File: src/rtl/bit_serial_alu_ctrl.sv
// Bit-serial sequencer around a 1-bit ALU slice: latches operands, then walks
// the slice LSB-first for WIDTH cycles, rippling Cout back into Cin.
module bit_serial_alu_ctrl #(
  parameter int WIDTH = 8
) (
  input  logic             clk,
  input  logic             rst,
  input  logic             start,
  input  logic [2:0]       func,
  input  logic [WIDTH-1:0] op_a,
  input  logic [WIDTH-1:0] op_b,
  output logic             alu_a,
  output logic             alu_b,
  output logic             alu_ainv,
  output logic             alu_binv,
  output logic             alu_cin,
  output logic [1:0]       alu_op,
  input  logic             alu_res,
  input  logic             alu_cout,
  output logic             busy,
  output logic             done,
  output logic [WIDTH-1:0] result,
  output logic             carry_out,
  output logic             overflow,
  output logic             zero
);

  localparam int IDXW = (WIDTH > 1) ? $clog2(WIDTH) : 1;
  localparam logic [IDXW-1:0] IDX_LAST = IDXW'(WIDTH - 1);
  localparam logic [IDXW-1:0] IDX_ONE  = IDXW'(1);

  typedef enum logic [1:0] {S_IDLE, S_RUN, S_DONE} state_t;

  typedef enum logic [2:0] {
    F_AND  = 3'd0,
    F_OR   = 3'd1,
    F_ADD  = 3'd2,
    F_SUB  = 3'd3,
    F_NOR  = 3'd4,
    F_NAND = 3'd5
  } func_t;

  typedef struct packed {
    logic       ainv;
    logic       binv;
    logic [1:0] op;
    logic       arith;
  } ctl_t;

  // Slice control for each function; reserved codes select op 3, which the slice answers with 0.
  function automatic ctl_t decode(input logic [2:0] f);
    ctl_t c;
    case (f)
      F_AND:   c = '{ainv: 1'b0, binv: 1'b0, op: 2'd0, arith: 1'b0};
      F_OR:    c = '{ainv: 1'b0, binv: 1'b0, op: 2'd1, arith: 1'b0};
      F_ADD:   c = '{ainv: 1'b0, binv: 1'b0, op: 2'd2, arith: 1'b1};
      F_SUB:   c = '{ainv: 1'b0, binv: 1'b1, op: 2'd2, arith: 1'b1};
      F_NOR:   c = '{ainv: 1'b1, binv: 1'b1, op: 2'd0, arith: 1'b0};
      F_NAND:  c = '{ainv: 1'b1, binv: 1'b1, op: 2'd1, arith: 1'b0};
      default: c = '{ainv: 1'b0, binv: 1'b0, op: 2'd3, arith: 1'b0};
    endcase
    return c;
  endfunction

  state_t          r_state;
  logic [IDXW-1:0] r_idx;
  logic [WIDTH-1:0] r_a;
  logic [WIDTH-1:0] r_b;
  ctl_t            r_ctl;
  logic            r_carry;
  logic [WIDTH-1:0] r_result;
  logic            r_carry_out;
  logic            r_overflow;
  logic            r_zero;
  logic            r_busy;
  logic            r_done;

  logic             w_run;
  logic [WIDTH-1:0] w_next_result;

  assign w_run = (r_state == S_RUN);

  // NOTE: every variable assigned in always_comb gets a default first, so no path can infer a latch.
  always_comb begin
    w_next_result        = r_result;
    w_next_result[r_idx] = alu_res;
  end

  assign alu_a    = w_run & r_a[r_idx];
  assign alu_b    = w_run & r_b[r_idx];
  assign alu_ainv = w_run & r_ctl.ainv;
  assign alu_binv = w_run & r_ctl.binv;
  assign alu_cin  = w_run & r_carry;
  assign alu_op   = w_run ? r_ctl.op : 2'd0;

  // NOTE: sequential state uses non-blocking assignments only, so every flop samples pre-edge values.
  always_ff @(posedge clk) begin
    if (rst) begin
      // NOTE: reset is synchronous; operands are cleared too so nothing stale survives an abort.
      r_state     <= S_IDLE;
      r_idx       <= '0;
      r_a         <= '0;
      r_b         <= '0;
      r_ctl       <= '0;
      r_carry     <= 1'b0;
      r_result    <= '0;
      r_carry_out <= 1'b0;
      r_overflow  <= 1'b0;
      r_zero      <= 1'b1;
      r_busy      <= 1'b0;
      r_done      <= 1'b0;
    end else begin
      case (r_state)
        S_IDLE: begin
          r_done <= 1'b0;
          if (start) begin
            r_state <= S_RUN;
            r_busy  <= 1'b1;
            r_a     <= op_a;
            r_b     <= op_b;
            r_ctl   <= decode(func);
            r_idx   <= '0;
            r_carry <= (func == F_SUB);
          end
        end
        S_RUN: begin
          r_result <= w_next_result;
          r_zero   <= (w_next_result == '0);
          r_carry  <= alu_cout;
          if (r_idx == IDX_LAST) begin
            // Overflow is carry into the MSB xor carry out of it.
            r_carry_out <= r_ctl.arith & alu_cout;
            r_overflow  <= r_ctl.arith & (r_carry ^ alu_cout);
            r_state     <= S_DONE;
            r_busy      <= 1'b0;
            r_done      <= 1'b1;
          end else begin
            r_idx <= r_idx + IDX_ONE;
          end
        end
        S_DONE: begin
          r_done  <= 1'b0;
          r_state <= S_IDLE;
        end
        default: begin
          r_state <= S_IDLE;
          r_busy  <= 1'b0;
          r_done  <= 1'b0;
        end
      endcase
    end
  end

  assign busy      = r_busy;
  assign done      = r_done;
  assign result    = r_result;
  assign carry_out = r_carry_out;
  assign overflow  = r_overflow;
  assign zero      = r_zero;

endmodule

File: config.mk
export PLATFORM = sky130hd
export DESIGN_NAME = bit_serial_alu_ctrl
export DESIGN_NICKNAME = d
export VERILOG_FILES = /design/src/rtl/bit_serial_alu_ctrl.sv
export SDC_FILE = /design/constraint.sdc
export NUM_CORES = 1
export LEC_CHECK = 0
export BUFFER_PORTS_ARGS = -buffer_cell sky130_fd_sc_hd__buf_2
export CAP_MARGIN = 20
export CORE_ASPECT_RATIO = 0.5
export CORE_UTILIZATION = 45
export CTS_BUF_LIST = sky130_fd_sc_hd__clkbuf_4
export DETAILED_ROUTE_END_ITERATION = 10
export HOLD_SLACK_MARGIN = 0.03
export PLACE_DENSITY = 0.71
export REMOVE_ABC_BUFFERS = 1
export SKIP_LAST_GASP = 1
export SYNTH_ARGS = -nofsm -noshare
export SYNTH_HDL_FRONTEND = slang
export SYNTH_SLANG_ARGS = --single-unit
File: constraint.sdc
create_clock -name clk -period 1.66 [get_ports clk]
set_clock_uncertainty 0.2 [all_clocks]
set_input_delay 0.083 -clock clk [delete_from_list [all_inputs] [get_ports clk]]
set_output_delay 0.083 -clock clk [all_outputs]
set_load 0.05 [all_outputs]
==> results of run 1 <==
## critical path: cells and delay by family (launching register included)
kind	cells	cell delay [ns]
DFF	1	0.38
and+or+nand+nor	1	0.14
muxes	1	0.11
AOI/OAI and AO/OA	2	0.32
buffers and inverters	2	0.33
## cells by family after synthesis
| group | Yosys count |
|---|---|
| XOR/XNOR | 1 |
| flip-flops | 40 |
| multiplexers | 15 |
| AO/OA/AOI/OAI | 44 |
| AND/OR/NAND/NOR | 108 |
| adder cells (fa/ha/maj) | 2 |
| buffers and inverters | 21 |
## routing by layer
layer  up-vias  routed length [um]  GRT usage, %
met4         0                 132          7.38
li1        977                   -             -
met3        15                 293          5.92
met2        65                2550          40.1
met1       947                2490          30.5
met5         -                   0             0
## layout make-up
cell class	instances	share of cell area [%]
multi-input combinational	170	38.7
sequential	40	27.8
timing repair buffer	98	27.5
tap	54	2.30
clock inverter	2	2.05
clock buffer	5	1.28
inverter	3	0.384
## power breakdown
group | switching, uW | leakage [uW] | internal, uW
logic | 238 | 0.000823 | 222
clock network | 331 | 0.0000513 | 461
registers | 34.1 | 0.000330 | 1000
total | 603 | 0.00120 | 1690
## timing repair
item	CTS	global route
hold endpoints to repair	40	0
resized for setup	37	27
setup endpoints to repair	16	33
hold buffers	23	0
cloned	1	0
setup buffers	7	3
pin swaps	8	6
## final timing paths
check        depth (start not counted)     start      to  slack [ns]
min                                  2    r_b[1]  r_b[1]        0.27
min reg2reg                          2    r_b[1]  r_b[1]        0.27
max                                  6  r_idx[0]   alu_a       -0.25
max reg2reg                          6  r_idx[1]    zero       -0.14
## state kept, by name (all words and copies together) (netlist names)
signal	cells
busy	1
carry_out	1
done	1
overflow	1
r_a	8
r_b	8
r_carry	1
r_ctl	5
r_idx	3
r_state	2
result	8
zero	1
## layout by cell type (no fill, tap or decap), drive strengths merged, types with 2 or more instances in the layout
cell	n
buf	74
nand2	42
dfxtp	40
a21oi	27
nor2	25
dlygate4sd3	23
mux2i	13
a211oi	6
and2	5
nand3b	5
clkbuf	5
nand2b	5
nor3	4
nand4	3
inv	3
or3b	3
nor4b	3
nor3b	3
mux4	2
o21a	2
nor4	2
nand3	2
a22oi	2
nand4b	2
ha	2
bufinv	2
o31ai	2
## through the flow
| stage | total power [uW] | hold slack [ns] | cell area (um2) | worst slack, ns |
|---|---|---|---|---|
| finish | 2290 | 0.271 | 2930 | -0.249 |
| global route | 2380 | 0.296 | 2930 | -0.325 |
| CTS | 2240 | 0.264 | 2790 | -0.245 |
| detailed placement | 1380 | 0.132 | 2290 | -0.138 |
| global placement | 1370 | 0.125 | 2290 | -0.102 |
| floorplan | 1240 | -0.0479 | 1830 | -0.446 |
==> results.md, run 1 <==
- Outcome: finished, violations left
- Failing checks: setup timing
- Max-slew headroom: 74.1%
- Diode count: 0
- Die H: 48.2 um
- Post-synth top area cell: dfxtp_1
- Die ar.: 4540 um2
- Synth Area in Compound Gates: 14.2%
- CTS tree: done
- Max-slew violation count: 0
- Fmax: 0.524 GHz
- Largest cells by area after synthesis: dfxtp_1 (42%), nand2_1 (8.2%), a21oi_1 (7.0%)
- Register area: 815 um2
- Post-synthesis sequential area ratio: 41.8%
- Antenna violations before repair: 0
- Inserted Clock Buffers: 5
- CP max stage delay: 0.38 ns
- Adder-cell share of the synthesized area: 1.31%
- Vias/cell: 5.39
- Starting DRT DRC Count: 132
- PortBufs: 43
- Number of global-route vias before repair: 1790
- Pwr Density: 781 nW/um2
- Largest family of logic cells by synthesized area: simple AND/OR/NAND/NOR gates
- Global placement routability congestion: 0.812
- Clock slew seen by the registers of the worst setup and hold paths: 0.13 ns
- Tightest Pin Transition: 0.389 ns
- Clock root cell: clkbuf_4
- Final setup vio count: 8
- Share of cells above drive strength 1: 35.2%
- Max-cap check violation count: 0
- Layout area overhead: 52.9%
- Final Core Density: 73.6%
- Worst-path fanout max: 6
- List of most frequent post-synthesis cells: nand2_1 (42), dfxtp_1 (40), a21oi_1 (27)
- Unique cell type count in the Yosys netlist: 40
- Total negative slack: -0.686 ns
- Number of synthesized flops with an enable pin: 0
- Overall die width: 94.3 um
- GRT overflow: 0
- Inst Count DP: 331
- Multi-input logic area: 1130 um2
- Routed WL: 5460 um
- Worst EP required: 1.38 ns
- Max Buffers Root-to-Sink: 2
- Dominant synthesized flop cell: dfxtp_1
- #FFs+latches synth: 40
- Post-synthesis simple-gate area fraction: 28.0%
- Leakage: 0.00120 uW
- XOR/XNOR Fraction of Synth Area: 0.457%
- First-pass DRT Iterations: 5
- Crit path arrival time: 1.63 ns
- Setup Crit Path Kind: reg2out
- Mean area per synthesized cell: 8.30 um2
- Share of the synthesized area in the top cell type: 41.8%
- H-Tree Depth: 2
- Slowest-stage cell, CP: dfxtp_4
- Period utilization: 115%
- Crit-path cells: buf_4 > mux2i_1 > o32ai_1 > a211oi_1 > nor2_1 > buf_6
- DRC: 0
- # fillers: 296
- Ys Warns: 0
- Tmin final: 1.91 ns
- Wire per inst: 14.7 um
- Final Non-Filler Cells: 372
- Async set-reset flop share out of synthesis: 0%
- First-pass GRT wire length: 8020 um
- Largest net degree at the start of global routing: 24
- Element type at the critical path start: register
- Worst-skew pair later-pin latency: 0.35 ns
- VDD IR-drop max: 0.475 mV
- Final net count: 344
- DPL Wire Length: 3090 um
- # rows: 16
- Setup ws final: -0.249 ns
- Initial Util: 48.1%
- Post-route ant nets: 0
- Crit end category: output pin
- Final Hold Fails: 0
- CTS Sinks: 40
- Gr usage total: 23.5%
- Worst hold path type: reg2reg
- Post-synthesis cell count: 231
- Synthesized cell area: 1920 um2
- Post-synthesis mux area share: 9.33%
- CORE AREA: 3980 um2
- Vias: 2004
- I/O pin count: 44
- Most common cell in the netlist: nand2_1
- RSZ-0062 raised after global routing: yes
No activity file was read; power rests on OpenSTA's default activity.
==> run 2, diff against run 1 <==
--- a/config.mk
+++ b/config.mk
@@ -5,12 +5,14 @@
 export SDC_FILE = /design/constraint.sdc
 export NUM_CORES = 1
 export LEC_CHECK = 0
+export ABC_AREA = 1
 export BUFFER_PORTS_ARGS = -buffer_cell sky130_fd_sc_hd__buf_2
 export CAP_MARGIN = 20
 export CORE_ASPECT_RATIO = 0.5
 export CORE_UTILIZATION = 45
 export CTS_BUF_LIST = sky130_fd_sc_hd__clkbuf_4
 export DETAILED_ROUTE_END_ITERATION = 10
+export GPL_ROUTABILITY_DRIVEN = 0
 export HOLD_SLACK_MARGIN = 0.03
 export PLACE_DENSITY = 0.71
 export REMOVE_ABC_BUFFERS = 1
==> run 2 against run 1 <==
Net effect:
- the flow still finishes with violations (setup timing)
- highest routed layer unchanged
- sequential share of layout area increased by 2.4 points
- via count decreased by 0.80%
- non-clock buffer count decreased by 16
- clock power increased by 22%
- register-to-register slack improved by 0.19 ns
- worst setup slack improved by 0.037 ns
- global-route usage increased by 0.83 points
- sequential cell count unchanged
- final area decreased by 8.3%
- sequential power increased by 4%
- routed wire length decreased by 10%
==> results.md, run 2 <==
- Outcome: finished, violations left (unchanged)
- Failing checks: setup timing (unchanged)
- Commonest non-fill, non-tap cells in the layout: nor2_1 (42), nand2_1 (40), dfxtp_1 (37), buf_2 (37), o21ai_0 (31) (was nand2_1 (42), buf_2 (36), dfxtp_1 (35))
- GRT busiest layer: met2 (unchanged)
- Crit end category: output pin (unchanged)
- List of most frequent post-synthesis cells: nor2_1 (50), nand2_1 (41), dfxtp_1 (40) (was nand2_1 (42), dfxtp_1 (40), a21oi_1 (27))
- I/O pin count: 44 (unchanged)
- Die ar.: 4380 um2 (was 4540 um2)
- Worst-skew pair later-pin latency: 0.37 ns (was 0.35 ns)
- R2R Path End: r_idx[2] (was zero)
- Switching share of power: 28.5% (was 26.3%)
- CTS Sinks: 40 (unchanged)
- Period utilization: 113% (was 115%)
- Internal: 1860 uW (was 1690 uW)
- Max Buffers Root-to-Sink: 2 (unchanged)
- GRT met2 Usage: 43.4% (was 40.1%)
- Antenna violations before repair: 0 (unchanged)
- Post-route ant nets: 0 (unchanged)
- Routed WL: 4920 um (was 5460 um)
- Post-synthesis sequential area ratio: 43.3% (was 41.8%)
- Worst EP required: 1.38 ns (about the same)
- Critical path depth: 6 (unchanged)
- Sequential share of power: 41.6% (was 45.3%)
- Fmax: 0.534 GHz (was 0.524 GHz)
- Max-slew headroom: 83.6% (was 74.1%)
- DRC: 0 (unchanged)
- CORE AREA: 3920 um2 (was 3980 um2)
- Share of cells above drive strength 1: 27.7% (was 35.2%)
- Async set-reset flop share out of synthesis: 0% (unchanged)
- #FFs+latches synth: 40 (unchanged)
- Synthesized cell area: 1850 um2 (was 1920 um2)
- Setup Crit Path Kind: reg2out (unchanged)
- First-pass GRT wire length: 7950 um (was 8020 um)
- Final net count: 372 (was 344)
- Crit-path cells: buf_6 > nand3_1 > o21ai_1 > nor2_1 > a21oi_1 > buf_4 (was buf_4 > mux2i_1 > o32ai_1 > a211oi_1 > nor2_1 > buf_6)
- GRT overflow: 0 (unchanged)
- DPL Wire Length: 3010 um (was 3090 um)
- Met1 GRT Util: 29.1% (was 30.5%)
- R2R Setup Slk: 0.05 ns (was -0.14 ns)
- Setup ws final: -0.213 ns (was -0.249 ns)
- Clock group share of total power: 37.1% (was 34.6%)
- Final Hold Fails: 0 (unchanged)
- NetSw: 741 uW (was 603 uW)
- # rows: 16 (unchanged)
- Element type at the critical path start: register (unchanged)
- Post-synthesis cell count: 270 (was 231)
- Slowest-stage cell, CP: dfxtp_4 (unchanged)
- Number of global-route vias before repair: 1800 (was 1790)
- Inserted Clock Buffers: 5 (unchanged)
- Layout area overhead: 45.5% (was 52.9%)
- VDD IR-drop max: 0.408 mV (was 0.475 mV)
- Diode count: 0 (unchanged)
- Number of synthesized flops with an enable pin: 0 (unchanged)
- Vias/cell: 4.96 (was 5.39)
- Clock slew seen by the registers of the worst setup and hold paths: 0.13 ns (about the same)
- Pwr Density: 967 nW/um2 (was 781 nW/um2)
- Final setup vio count: 2 (was 8)
- Mean area per synthesized cell: 6.84 um2 (was 8.30 um2)
- Crit path arrival time: 1.59 ns (was 1.63 ns)
- Commonest non-fill, non-tap cell in the layout: nor2_1 (was nand2_1)
- Most common cell in the netlist: nor2_1 (was nand2_1)
- Unique cell type count in the Yosys netlist: 23 (was 40)
- Dominant synthesized flop cell: dfxtp_1 (unchanged)
- Tightest Pin Transition: 0.245 ns (was 0.389 ns)
- Worst hold path type: in2reg (was reg2reg)
- Clock root cell: clkbuf_4 (unchanged)
- Gr usage total: 24.4% (was 23.5%)
- Largest cells by area after synthesis: dfxtp_1 (43%), nor2_1 (10%), o21ai_0 (9.7%) (was dfxtp_1 (42%), nand2_1 (8.2%), a21oi_1 (7.0%))
- Worst-path fanout max: 6 (unchanged)
- Reg2reg start: r_idx[0] (was r_idx[1])
- Ys Warns: 0 (unchanged)
- Fin Hold WS: 0.0544 ns (was 0.271 ns)
- Die H: 47.3 um (was 48.2 um)
- CTS tree: done (unchanged)
- Final Non-Filler Cells: 401 (was 372)
- H-Tree Depth: 2 (unchanged)
- CP Launch Point: r_idx[0] (unchanged)
- Tmin final: 1.87 ns (was 1.91 ns)
- RSZ-0062 raised after global routing: yes (unchanged)
- CP max stage delay: 0.41 ns (was 0.38 ns)
- Post-synth top area cell: dfxtp_1 (unchanged)
- Overall die width: 92.6 um (was 94.3 um)
- Initial Util: 47.1% (was 48.1%)
- Starting DRT DRC Count: 84 (was 132)
- First-pass DRT Iterations: 5 (unchanged)
- Wire per inst: 12.3 um (was 14.7 um)
- Max-cap check violation count: 0 (unchanged)
- Largest net degree at the start of global routing: 25 (was 24)
- Vias: 1988 (was 2004)
- Max-slew violation count: 0 (unchanged)
- PortBufs: 43 (unchanged)
- Leakage: 0.00123 uW (was 0.00120 uW)
- Inst Count DP: 366 (was 331)
- Worst setup endpoint: alu_a (unchanged)
- Comb power frac: 21.2% (was 20.1%)
- Share of the synthesized area in the top cell type: 43.3% (was 41.8%)
- R2r worst-path depth: 7 (was 6)
- Met3 Use GR: 5.34% (was 5.92%)
- Top delay family on crit path: flip-flops (unchanged)
- CP bufs+invs: 2 (unchanged)
-- run 2: changes by cell type after synthesis, sizes merged, moves of 7 or more --
| cell | delta |
|---|---|
| inv | +32 |
| o211ai | +7 |
| mux2i | -13 |
| clkbuf | -7 |
| o21ai | +36 |
| nand3 | +12 |
| nor2 | +27 |
-- run 2: routing by layer --
layer / vias to the layer above / wire [um]
li1: 1021 / -
met4: 0 / 85
met1: 906 / 2290
met2: 54 / 2280
met5: - / 0
met3: 7 / 262
-- run 2: area by class of cell --
type                    instances  area [um2]
fillers                       337        1230
multi-input cells             181         930
flip-flops and latches         40         812
repair buffers                 82         607
inverters                      36         145
clock inverters                 3        90.1
well taps                      54        67.6
clock buffers                   5        37.5
-- run 2: how the worst min path moves through the flow --
stage                     slack, ns  startpoint  cells after the start  endpoint
after CTS                      0.06       start                      5  r_ctl[0]
after global routing           0.10       start                      5      busy
after floorplan               -0.05         rst                      1      busy
after detailed placement       0.11     op_a[0]                      3    r_a[0]
final                          0.05       start                      5      busy
after global placement         0.11     op_a[1]                      3    r_a[1]
-- run 2: power by group through the flow --
stage          Sequential (uW)  Combinational [uW]  Clock [uW]
4_1_cts                   1080                 523         972
5_1_grt                   1090                 613        1010
6_report                  1080                 552         966
3_3_place_gp              1100                 444           0
3_5_place_dp              1100                 451           0
2_1_floorplan             1170                 233           0
-- run 2: cells by family (layout without fill, tap and decap cells) --
group,count (synthesis),after routing,share of synthesized area (%)
buffers and inverters,49,126,10.9
DFF,40,40,43.3
adders and majority gates,2,2,1.35
AOI/OAI and AO/OA,67,67,19.5
and+or+nand+nor,112,112,24.9
-- run 2: worst register-to-register path, cell delays in order, from the launching register on --
cell	delay (ns)
dfxtp_4	0.39
buf_4	0.14
ha_1	0.22
ha_4	0.19
o21ai_4	0.16
inv_2	0.06
a21oi_1	0.11
nor2_1	0.05
-- run 2: repair_timing --
item,in CTS,in global routing
setup endpoints to repair,8,14
pin swaps,5,5
resized for setup,33,24
endpoints found under the hold margin,34,0
setup buffers,3,1
cloned,1,0
hold buffers,23,0
-- run 2: stage by stage --
stage	util [%]	total power, uW	TNS, ns	instance area (um2)	worst slack [ns]
floorplan	-	1400	-1.22	1780	-0.362
global placement	54.9	1540	0	2150	0.0357
detailed placement	54.9	1550	-0.00489	2150	-0.00489
CTS	66.8	2580	-0.378	2620	-0.209
global route	68.5	2720	-0.608	2690	-0.300
finish	68.5	2600	-0.365	2690	-0.213
